==> config.mk <==
export PLATFORM = sky130hd
export DESIGN_NAME = tft_fifo_resp_flat
export DESIGN_NICKNAME = d
export VERILOG_FILES = /design/src/rtl/tft_fifo_resp_pkg.sv /design/src/rtl/tft_fifo_resp_if.sv /design/src/rtl/tft_fifo_resp_pf_fifo.sv /design/src/rtl/tft_fifo_resp.sv /design/src/flat_wrapper.sv
export SDC_FILE = /design/constraint.sdc
export NUM_CORES = 1
export LEC_CHECK = 0
export ABC_AREA = 1
export CORE_UTILIZATION = 50
export CTS_BUF_LIST = sky130_fd_sc_hd__clkbuf_16
export DETAILED_ROUTE_END_ITERATION = 7
export DONT_BUFFER_PORTS = 1
export HOLD_SLACK_MARGIN = 0.08
export SYNTH_ARGS = -nofsm -noshare
export SYNTH_HDL_FRONTEND = slang
export SYNTH_HIERARCHICAL = 1
export SYNTH_SLANG_ARGS = --single-unit
==> constraint.sdc <==
create_clock -name clk -period 3 [get_ports clk]
set_input_delay 0.75 -clock clk [delete_from_list [all_inputs] [get_ports clk]]
set_output_delay 0.75 -clock clk [all_outputs]
set_load 0.01 [all_outputs]
==> src/rtl/tft_fifo_resp_pkg.sv <==
// Shared definitions for the TFT display-data responder.
// Contents:
//   TFT_IDX_W    - width of a linear frame byte index
//   TFT_LAST_IDX - last linear byte index of a frame (index wraps to 0 after it)
//   fetch_st_e   - VRAM prefetch FSM states
//   tft_idx_inc  - index increment modulo (last_idx + 1)
package lcdc_tft_pkg;

   localparam int unsigned TFT_IDX_W = 13;
   localparam logic [TFT_IDX_W-1:0] TFT_LAST_IDX = 13'h12bf;

   typedef enum logic [1:0] {
      StIdle,
      StReq,
      StData
   } fetch_st_e;

   function automatic logic [TFT_IDX_W-1:0] tft_idx_inc(input logic [TFT_IDX_W-1:0] idx,
                                                        input logic [TFT_IDX_W-1:0] last_idx);
      return (idx == last_idx) ? '0 : idx + TFT_IDX_W'(1);
   endfunction

endpackage

==> src/rtl/tft_fifo_resp_if.sv <==
// Display-data read port between the TFT timing generator and the responder.
// Signals:
//   fifo_rdreq - one-cycle read request (timing generator -> responder)
//   fifo_raddr - linear byte index requested
//   fifo_rdack - same-cycle acknowledge (responder -> timing generator)
//   fifo_rdata - read data, registered, valid the cycle after an acknowledge
// Modports: master = timing generator, slave = responder.
interface tft_fifo_resp_if;
   import lcdc_tft_pkg::*;

   logic                 fifo_rdreq;
   logic [TFT_IDX_W-1:0] fifo_raddr;
   logic                 fifo_rdack;
   logic [7:0]           fifo_rdata;

   modport master (
      output fifo_rdreq,
      output fifo_raddr,
      input  fifo_rdack,
      input  fifo_rdata
   );

   modport slave (
      input  fifo_rdreq,
      input  fifo_raddr,
      output fifo_rdack,
      output fifo_rdata
   );

endinterface

==> src/rtl/tft_fifo_resp_pf_fifo.sv <==
// tft_pf_fifo: synchronous DEPTH x 8 prefetch FIFO.
// Ports:
//   clk, rst   - clock, synchronous active-high reset
//   push_i     - write data_i at the tail (ignored when full)
//   data_i     - write data
//   pop_i      - drop the head entry (ignored when empty)
//   flush_i    - empty the FIFO; has priority over push and pop
//   head_o     - current head entry (combinational)
//   count_o    - number of stored entries
//   empty_o    - count_o == 0
module tft_pf_fifo #(
   parameter int unsigned DEPTH = 8,
   localparam int unsigned AW = $clog2(DEPTH),
   localparam int unsigned CW = AW + 1
) (
   input  logic          clk,
   input  logic          rst,
   input  logic          push_i,
   input  logic [7:0]    data_i,
   input  logic          pop_i,
   input  logic          flush_i,
   output logic [7:0]    head_o,
   output logic [CW-1:0] count_o,
   output logic          empty_o
);

   logic [7:0]    mem_q [DEPTH];
   logic [AW-1:0] wr_ptr_q, rd_ptr_q;
   logic [CW-1:0] count_q;
   logic          do_push, do_pop;

   assign do_push = push_i & (count_q != CW'(DEPTH));
   assign do_pop  = pop_i & (count_q != '0);

   // DEPTH is a power of two, so the pointers wrap naturally.
   always_ff @(posedge clk) begin
      if (rst || flush_i) begin
         wr_ptr_q <= '0;
         rd_ptr_q <= '0;
         count_q  <= '0;
      end else begin
         if (do_push) wr_ptr_q <= wr_ptr_q + AW'(1);
         if (do_pop)  rd_ptr_q <= rd_ptr_q + AW'(1);
         count_q <= count_q + CW'(do_push) - CW'(do_pop);
      end
   end

   always_ff @(posedge clk) begin
      if (do_push && !flush_i) mem_q[wr_ptr_q] <= data_i;
   end

   assign head_o  = mem_q[rd_ptr_q];
   assign count_o = count_q;
   assign empty_o = (count_q == '0);

endmodule

==> src/rtl/tft_fifo_resp.sv <==
// tft_fifo_resp: responder for the TFT timing generator's display-data read port.
// Prefetches sequential display bytes from VRAM into a small buffer and answers each
// one-cycle read request in the same cycle.
// Ports:
//   clk, rst       - clock, synchronous active-high reset
//   reg_sad_i      - screen start address in VRAM
//   tft_vsync_i    - VSYNC (active low); its falling edge restarts the frame at index 0
//   fifo_if        - read port (slave side): rdreq/raddr in, rdack/rdata out
//   vram_req_o     - VRAM fetch request, held with a stable address until vram_ack_i
//   vram_addr_o    - VRAM fetch address = reg_sad_i + prefetch index
//   vram_ack_i     - VRAM grant; vram_rdata_i is valid the following cycle
//   vram_rdata_i   - VRAM read data
//   underrun_o     - sticky: some request was not acknowledged
//   underrun_cnt_o - saturating count of unacknowledged requests
//                    (only with TFT_FIFO_RESP_UNDERRUN_CNT_EN defined)
module tft_fifo_resp
   import lcdc_tft_pkg::*;
#(
   parameter int unsigned          DEPTH    = 8,
   parameter logic [TFT_IDX_W-1:0] LAST_IDX = TFT_LAST_IDX,
   parameter int unsigned          VRAM_AW  = 16
) (
   input  logic               clk,
   input  logic               rst,
   input  logic [VRAM_AW-1:0] reg_sad_i,
   input  logic               tft_vsync_i,
   tft_fifo_resp_if.slave     fifo_if,
   output logic               vram_req_o,
   output logic [VRAM_AW-1:0] vram_addr_o,
   input  logic               vram_ack_i,
   input  logic [7:0]         vram_rdata_i,
`ifdef TFT_FIFO_RESP_UNDERRUN_CNT_EN
   output logic [15:0]        underrun_cnt_o,
`endif
   output logic               underrun_o
);

   localparam int unsigned CW = $clog2(DEPTH) + 1;

   fetch_st_e            state_q;
   logic                 vram_req_q;
   logic [VRAM_AW-1:0]   vram_addr_q;
   logic [TFT_IDX_W-1:0] pf_idx_q, exp_idx_q;
   logic                 discard_q;
   logic                 vsync_q;
   logic [7:0]           rdata_q;
   logic                 underrun_q;

   logic                 frame_start, idx_match, hit, miss, flush, nack;
   logic [TFT_IDX_W-1:0] restart_idx;
   logic                 push, can_fetch, empty;
   logic [7:0]           head;
   logic [CW-1:0]        count;

   tft_pf_fifo #(
      .DEPTH (DEPTH)
   ) u_pf_fifo (
      .clk     (clk),
      .rst     (rst),
      .push_i  (push),
      .data_i  (vram_rdata_i),
      .pop_i   (hit),
      .flush_i (flush),
      .head_o  (head),
      .count_o (count),
      .empty_o (empty)
   );

   // Frame start is the registered-compare falling edge of VSYNC; it overrides any request.
   assign frame_start = vsync_q & ~tft_vsync_i;
   assign idx_match   = (fifo_if.fifo_raddr == exp_idx_q);
   assign hit         = fifo_if.fifo_rdreq & ~empty & idx_match & ~frame_start;
   assign miss        = fifo_if.fifo_rdreq & ~idx_match & ~frame_start;
   assign flush       = frame_start | miss;
   assign restart_idx = frame_start ? '0 : fifo_if.fifo_raddr;
   assign nack        = fifo_if.fifo_rdreq & ~hit;

   assign push      = (state_q == StData) & ~discard_q;
   assign can_fetch = (count + CW'(state_q != StIdle)) < CW'(DEPTH);

   assign fifo_if.fifo_rdack = hit;
   assign fifo_if.fifo_rdata = rdata_q;
   assign vram_req_o         = vram_req_q;
   assign vram_addr_o        = vram_addr_q;
   assign underrun_o         = underrun_q;

   always_ff @(posedge clk) begin
      if (rst) begin
         vsync_q    <= 1'b1;
         exp_idx_q  <= '0;
         rdata_q    <= 8'h00;
         underrun_q <= 1'b0;
      end else begin
         vsync_q <= tft_vsync_i;
         if (flush) begin
            exp_idx_q <= restart_idx;
         end else if (hit) begin
            exp_idx_q <= tft_idx_inc(exp_idx_q, LAST_IDX);
         end
         if (hit) rdata_q <= head;
         // A request lost to a frame start leaves the sticky flag alone.
         if (nack && !frame_start) underrun_q <= 1'b1;
      end
   end

   // Fetch FSM: one fetch outstanding at most, so count + outstanding never exceeds DEPTH.
   always_ff @(posedge clk) begin
      if (rst) begin
         state_q     <= StIdle;
         vram_req_q  <= 1'b0;
         vram_addr_q <= '0;
         pf_idx_q    <= '0;
         discard_q   <= 1'b0;
      end else begin
         if (flush) pf_idx_q <= restart_idx;
         unique case (state_q)
            StIdle: begin
               if (can_fetch && !flush) begin
                  state_q     <= StReq;
                  vram_req_q  <= 1'b1;
                  vram_addr_q <= reg_sad_i + VRAM_AW'(pf_idx_q);
               end
            end
            StReq: begin
               // A flushed fetch still completes its handshake but its byte is dropped.
               if (flush) discard_q <= 1'b1;
               if (vram_ack_i) begin
                  state_q    <= StData;
                  vram_req_q <= 1'b0;
                  if (!flush && !discard_q) pf_idx_q <= tft_idx_inc(pf_idx_q, LAST_IDX);
               end
            end
            StData: begin
               state_q   <= StIdle;
               discard_q <= 1'b0;
            end
            default: state_q <= StIdle;
         endcase
      end
   end

`ifdef TFT_FIFO_RESP_UNDERRUN_CNT_EN
   logic [15:0] underrun_cnt_q;

   always_ff @(posedge clk) begin
      if (rst) begin
         underrun_cnt_q <= '0;
      end else if (nack && underrun_cnt_q != 16'hffff) begin
         underrun_cnt_q <= underrun_cnt_q + 16'd1;
      end
   end

   assign underrun_cnt_o = underrun_cnt_q;
`endif

endmodule

==> src/flat_wrapper.sv <==
// flat-port wrapper written by rule: the top's interface ports become plain ports
module tft_fifo_resp_flat import lcdc_tft_pkg::*;
#(
   parameter int unsigned          DEPTH    = 8,
   parameter logic [TFT_IDX_W-1:0] LAST_IDX = TFT_LAST_IDX,
   parameter int unsigned          VRAM_AW  = 16
)
  (clk, rst, reg_sad_i, tft_vsync_i, vram_req_o, vram_addr_o, vram_ack_i, vram_rdata_i, underrun_o, fifo_if_fifo_rdreq, fifo_if_fifo_raddr, fifo_if_fifo_rdack, fifo_if_fifo_rdata);
  tft_fifo_resp_if fifo_if_i ();
  input  logic clk;
  input  logic rst;
  input  logic [VRAM_AW-1:0] reg_sad_i;
  input  logic tft_vsync_i;
  output logic vram_req_o;
  output logic [VRAM_AW-1:0] vram_addr_o;
  input  logic vram_ack_i;
  input  logic [7:0] vram_rdata_i;
  output logic underrun_o;
  input wire logic [$bits(fifo_if_i.fifo_rdreq)-1:0] fifo_if_fifo_rdreq;
  input wire logic [$bits(fifo_if_i.fifo_raddr)-1:0] fifo_if_fifo_raddr;
  output wire logic [$bits(fifo_if_i.fifo_rdack)-1:0] fifo_if_fifo_rdack;
  output wire logic [$bits(fifo_if_i.fifo_rdata)-1:0] fifo_if_fifo_rdata;
  assign fifo_if_i.fifo_rdreq = fifo_if_fifo_rdreq;
  assign fifo_if_i.fifo_raddr = fifo_if_fifo_raddr;
  assign fifo_if_fifo_rdack = fifo_if_i.fifo_rdack;
  assign fifo_if_fifo_rdata = fifo_if_i.fifo_rdata;
  tft_fifo_resp #(.DEPTH(DEPTH), .LAST_IDX(LAST_IDX), .VRAM_AW(VRAM_AW)) u_core (.clk(clk), .rst(rst), .reg_sad_i(reg_sad_i), .tft_vsync_i(tft_vsync_i), .fifo_if(fifo_if_i), .vram_req_o(vram_req_o), .vram_addr_o(vram_addr_o), .vram_ack_i(vram_ack_i), .vram_rdata_i(vram_rdata_i), .underrun_o(underrun_o));
endmodule
==> reports/results.env <==
OUTCOME='finished, final reports clean'
R2R-START='u_core/u_pf_fifo/count_o[3]'
GRT_MAX_DEGREE=33
WORSTPATHMAXFANOUT=8
MET1WIRELENGTH_UM=8080
FILL_CELLS=1263
TIMING.SETUP.TNS_PS=0
CRITICAL_REGISTER_TO_REGISTER_PATH_ENDPOINT='u_core/u_pf_fifo/count_o[2]'
CLOCK_SINK_COUNT=133
IR_WORST_VDD_mV=0.333
POWER_LEAKAGE_nW=3.45
CP-START-KIND='flop'
DETAIL_ROUTE.WL_PER_CELL_UM=15.0
CTS_HTREE_LEVELS=4
POST_DETAILED_PLACEMENT_CELL_AREA_UM2=7350
GLOBALROUTETOTALUTIL_PCT=24.3
SYNTH.DISTINCT_CELLS=42
R2R_SETUP_SLACK_PS=440
IO_BUFFER_COUNT=0
SYNTH.CELL_AREA_UM2=7180
NET_SWITCHING_COMPONENT_OF_THE_POWER_W=0.00109
POST-ROUTE-DRC-COUNT=0
AREA.GROWTH.SYNTH_TO_FINAL_PCT=10.4
INITIAL_ANTENNA_VIOLATION_COUNT=0
CLK_PIN_SLEW_PS=60
YOSYSWARNINGCOUNT=6
YOSYS.AREA.TOP_TYPE='sky130_fd_sc_hd__edfxtp_1'
CLOCK_POWER_SHARE_PCT=46.3
SYNTHESIZED_NETLIST_CELL_COUNT=932
CTS_BUFFERS=17
CLKLATENCYLATEPIN_PS=420
NUMBER_OF_BUFFERS_ADDED_FOR_SETUP_AFTER_CTS=0
FINAL.MIN_CLOCK_PERIOD_PS=2560
CAP_VIOL_MAX_COUNT=0
CLOCKBUFFERDEPTH=2
POST_ROUTE_CELLS_DRIVE_ABOVE_1_SHARE_PCT=8.05
SETUP_VIOL_COUNT_FINAL=0
STANDARD_CELL_CORE_AREA_UM2=13900
WORST_EP_REQUIRED_PS=3300
HOLD_DEPTH=1
GRT_FIRST_PASS_WIRELENGTH_UM=27500
CTSRESIZECOUNT=0
HPWLAFTERDP_UM=12100
POWER.SHARE.SWITCHING_PCT=24.7
SYNTH-ADDER-AREA-SHARE_PCT=4.39
CTS_HOLD_BUFFERS=0
DRT-TOTAL-WL_UM=17000
DETAIL_ROUTE.VIAS_PER_CELL=5.26
NNETSFINAL=1009
WL_MET3_UM=1350
LARGEST_FAMILY_OF_LOGIC_CELLS_BY_SYNTHESIZED_AREA='simple AND/OR/NAND/NOR gates'
DR.MAX_LAYER_USED='met4'
REPORT.FINAL.HOLD_VIOL_COUNT=0
GRT_PASS1_VIAS=5544
SETUP.WORST_PATH.CLASS='flop to flop'
LAYOUT_COMMON_CELLS='sky130_fd_sc_hd__nand2_1 (258), sky130_fd_sc_hd__inv_1 (119), sky130_fd_sc_hd__nor2_1 (78), sky130_fd_sc_hd__nand3_1 (72), sky130_fd_sc_hd__dfxtp_1 (69)'
FINAL_DESIGN_AREA_NO_FILL_UM2=7930
SYNTHSIMPLEGATEAREAFRAC_PCT=26.8
SYNTH_FLOP_CELL='sky130_fd_sc_hd__dfxtp_1'
NUMBER_OF_ENABLE_FLIP_FLOP_CELLS_AFTER_SYNTHESIS=64
SYNTH-ASYNC-RESET-RATIO_PCT=0
HOLD_WS_PS=394
MAX-SLEW-MARGIN-REL_PCT=40.2
INITIALDRTVIOLATIONCOUNT=465
FINAL_ANTENNA_NET_COUNT=0
RSZ_0062_RAISED_AFTER_GLOBAL_ROUTING='no'
POST_SYNTH_MUX_AREA_SHARE_PCT=0
WORST-SLEW-PIN-TRANSITION_PS=896
INTPOWER_W=0.00330
ROWS=43
OVERFLOW=0
CELLPOWERDENSITY_nW_PER_UM2=553
IO_PINS=69
WL_MET2_UM=7380
HOLDCRITSTARTPOINT='rst'
SYNTH_LARGEST_TYPE_AREA_FRACTION_PCT=26.8
SYNTH_COMPOUND_GATE_AREA_SHARE_PCT=10.4
PWR-SHARE-COMB_PCT=7.8
SYN-MEAN-INSTANCE-AREA_UM2=7.71
REG2REGPATHDEPTH=14
FP.DIEAREA_UM2=14900
CTS_ROOT_BUFFER='sky130_fd_sc_hd__clkbuf_16'
LAYOUT_COMMONEST_CELL='sky130_fd_sc_hd__nand2_1'
ANTENNADIODECOUNT=0
ROUTABILITYCONGESTION=0.954
HOLDPATHEND='u_core/vram_req_o'
DIEHEIGHT_UM=122
TIMING.CRITICAL_PATH.ARRIVAL_PS=2860
ROUTE.VIAS.TOTAL=5972
DIE_WIDTH_UM=122
CRIT_PATH_END_KIND='flop'
POSTLAYOUTCOREUTIL_PCT=56.9
SYNTH_NETS=998
YOSYS_REGISTER_BITS=133
SLEW_VIOLATIONS=0
INITIAL_CELL_DENSITY_OF_THE_CORE_PCT=51.6
SYNTH_XOR_AREA_SHARE_PCT=2.93
POST-LAYOUT-TOTAL-POWER_W=0.00439
SEQ_POWER_SHARE_PCT=45.9
YS_SEQ_AREA_SHARE_PCT=46.0
FIN_SKEW_PS=6.20
DETAILEDROUTE.FIRSTPASSITERATIONCOUNT=6
TRITONCTS_CLOCK_TREE='yes'
FINAL.PERIOD_UTILIZATION_PCT=85.2
SYNTH_TOP_CELLS_BY_AREA='sky130_fd_sc_hd__edfxtp_1 (27%), sky130_fd_sc_hd__dfxtp_1 (19%), sky130_fd_sc_hd__nand2_1 (13%), sky130_fd_sc_hd__inv_1 (6.1%), sky130_fd_sc_hd__nand3_1 (5.0%)'
FMAXACHIEVABLE_MHz=391
HOLD_CLASS='input pin to flop'
## cell type report
class / count / area [µm²] / share of cell area [%]
Inverter: 126 / 478 / 6.03
Tap cell: 180 / 225 / 2.84
Clock buffer: 17 / 425 / 5.36
Multi-Input combinational cell: 645 / 3200 / 40.3
Clock inverter: 15 / 153 / 1.92
Sequential cell: 133 / 3300 / 41.6
Timing Repair Buffer: 20 / 150 / 1.89
## state kept, by name, summed over array words and instances, names as in the netlist, named ones only
signal,cells
u_core/pf_idx_q,13
u_core/state_q,2
u_core/u_pf_fifo/rd_ptr_q,3
u_core/u_pf_fifo/count_o,4
u_core/discard_q,1
u_core/exp_idx_q,13
u_core/vram_addr_o,16
u_core/vram_req_o,1
u_core/fifo_if.fifo_rdata,8
u_core/underrun_o,1
u_core/u_pf_fifo/mem_q,64
u_core/u_pf_fifo/wr_ptr_q,3
u_core/vsync_q,1
## how the worst max path moves through the flow
stage	from	slack, ps	end	cells after the start
5_1_grt	u_core/u_pf_fifo/count_o[2]	220	u_core/u_pf_fifo/count_o[2]	13
3_3_place_gp	tft_vsync_i	280	u_core/u_pf_fifo/count_o[2]	10
4_1_cts	u_core/u_pf_fifo/count_o[2]	450	u_core/u_pf_fifo/count_o[2]	13
3_5_place_dp	tft_vsync_i	210	u_core/u_pf_fifo/count_o[2]	10
6_report	u_core/u_pf_fifo/count_o[3]	440	u_core/u_pf_fifo/count_o[2]	14
2_1_floorplan	tft_vsync_i	90	u_core/u_pf_fifo/count_o[2]	10
## cells in the mapped netlist (10+ instances only)
master	n
sky130_fd_sc_hd__inv_1	117
sky130_fd_sc_hd__ha_1	22
sky130_fd_sc_hd__nand2_2	10
sky130_fd_sc_hd__a21oi_1	67
sky130_fd_sc_hd__nor2_1	78
sky130_fd_sc_hd__nand2_1	258
sky130_fd_sc_hd__xnor2_1	11
sky130_fd_sc_hd__xor2_1	13
sky130_fd_sc_hd__nor3_1	13
sky130_fd_sc_hd__nand3_1	72
sky130_fd_sc_hd__edfxtp_1	64
sky130_fd_sc_hd__o21ai_0	61
sky130_fd_sc_hd__dfxtp_1	69
## power groups by stage
stage / combinational, W / clock [W] / sequential [W]
CTS: 0.000338 / 0.00207 / 0.00202
global placement: 0.000331 / 0 / 0.00205
finish: 0.000340 / 0.00203 / 0.00202
floorplan: 0.000281 / 0 / 0.00203
global route: 0.000390 / 0.00215 / 0.00202
detailed placement: 0.000336 / 0 / 0.00205
## layer usage
metal | up-vias | global-route usage (%)
met5 | - | 0
met3 | 20 | 6.46
met2 | 182 | 36.0
li1 | 3052 | -
met1 | 2718 | 34.5
met4 | 0 | 7.64
## cells by family (layout without fill, tap and decap cells)
kind of cell | count (synthesis) | after routing
simple gates | 455 | 455
buf+inv | 154 | 178
compound gates | 142 | 142
flops | 133 | 133
fa+ha+maj | 24 | 24
xor+xnor | 24 | 24
## critical path: stages (launching register included)
cell	delay [ps]
sky130_fd_sc_hd__dfxtp_1	380
sky130_fd_sc_hd__inv_1	60
sky130_fd_sc_hd__ha_1	190
sky130_fd_sc_hd__nand2_1	220
sky130_fd_sc_hd__inv_1	70
sky130_fd_sc_hd__nor2_1	100
sky130_fd_sc_hd__nand4_1	130
sky130_fd_sc_hd__clkinv_1	200
sky130_fd_sc_hd__nand2_1	110
sky130_fd_sc_hd__nand3_1	100
sky130_fd_sc_hd__nand2_1	60
sky130_fd_sc_hd__ha_1	220
sky130_fd_sc_hd__fa_1	390
sky130_fd_sc_hd__xnor2_1	150
sky130_fd_sc_hd__nor2_1	50
## stage by stage
stage,std cells,worst slack (ps)
2_1_floorplan,932,85.3
3_3_place_gp,1104,277
3_5_place_dp,1104,206
4_1_cts,1136,455
5_1_grt,1136,224
6_report,1136,445
No activity file was read; power rests on OpenSTA's default activity.
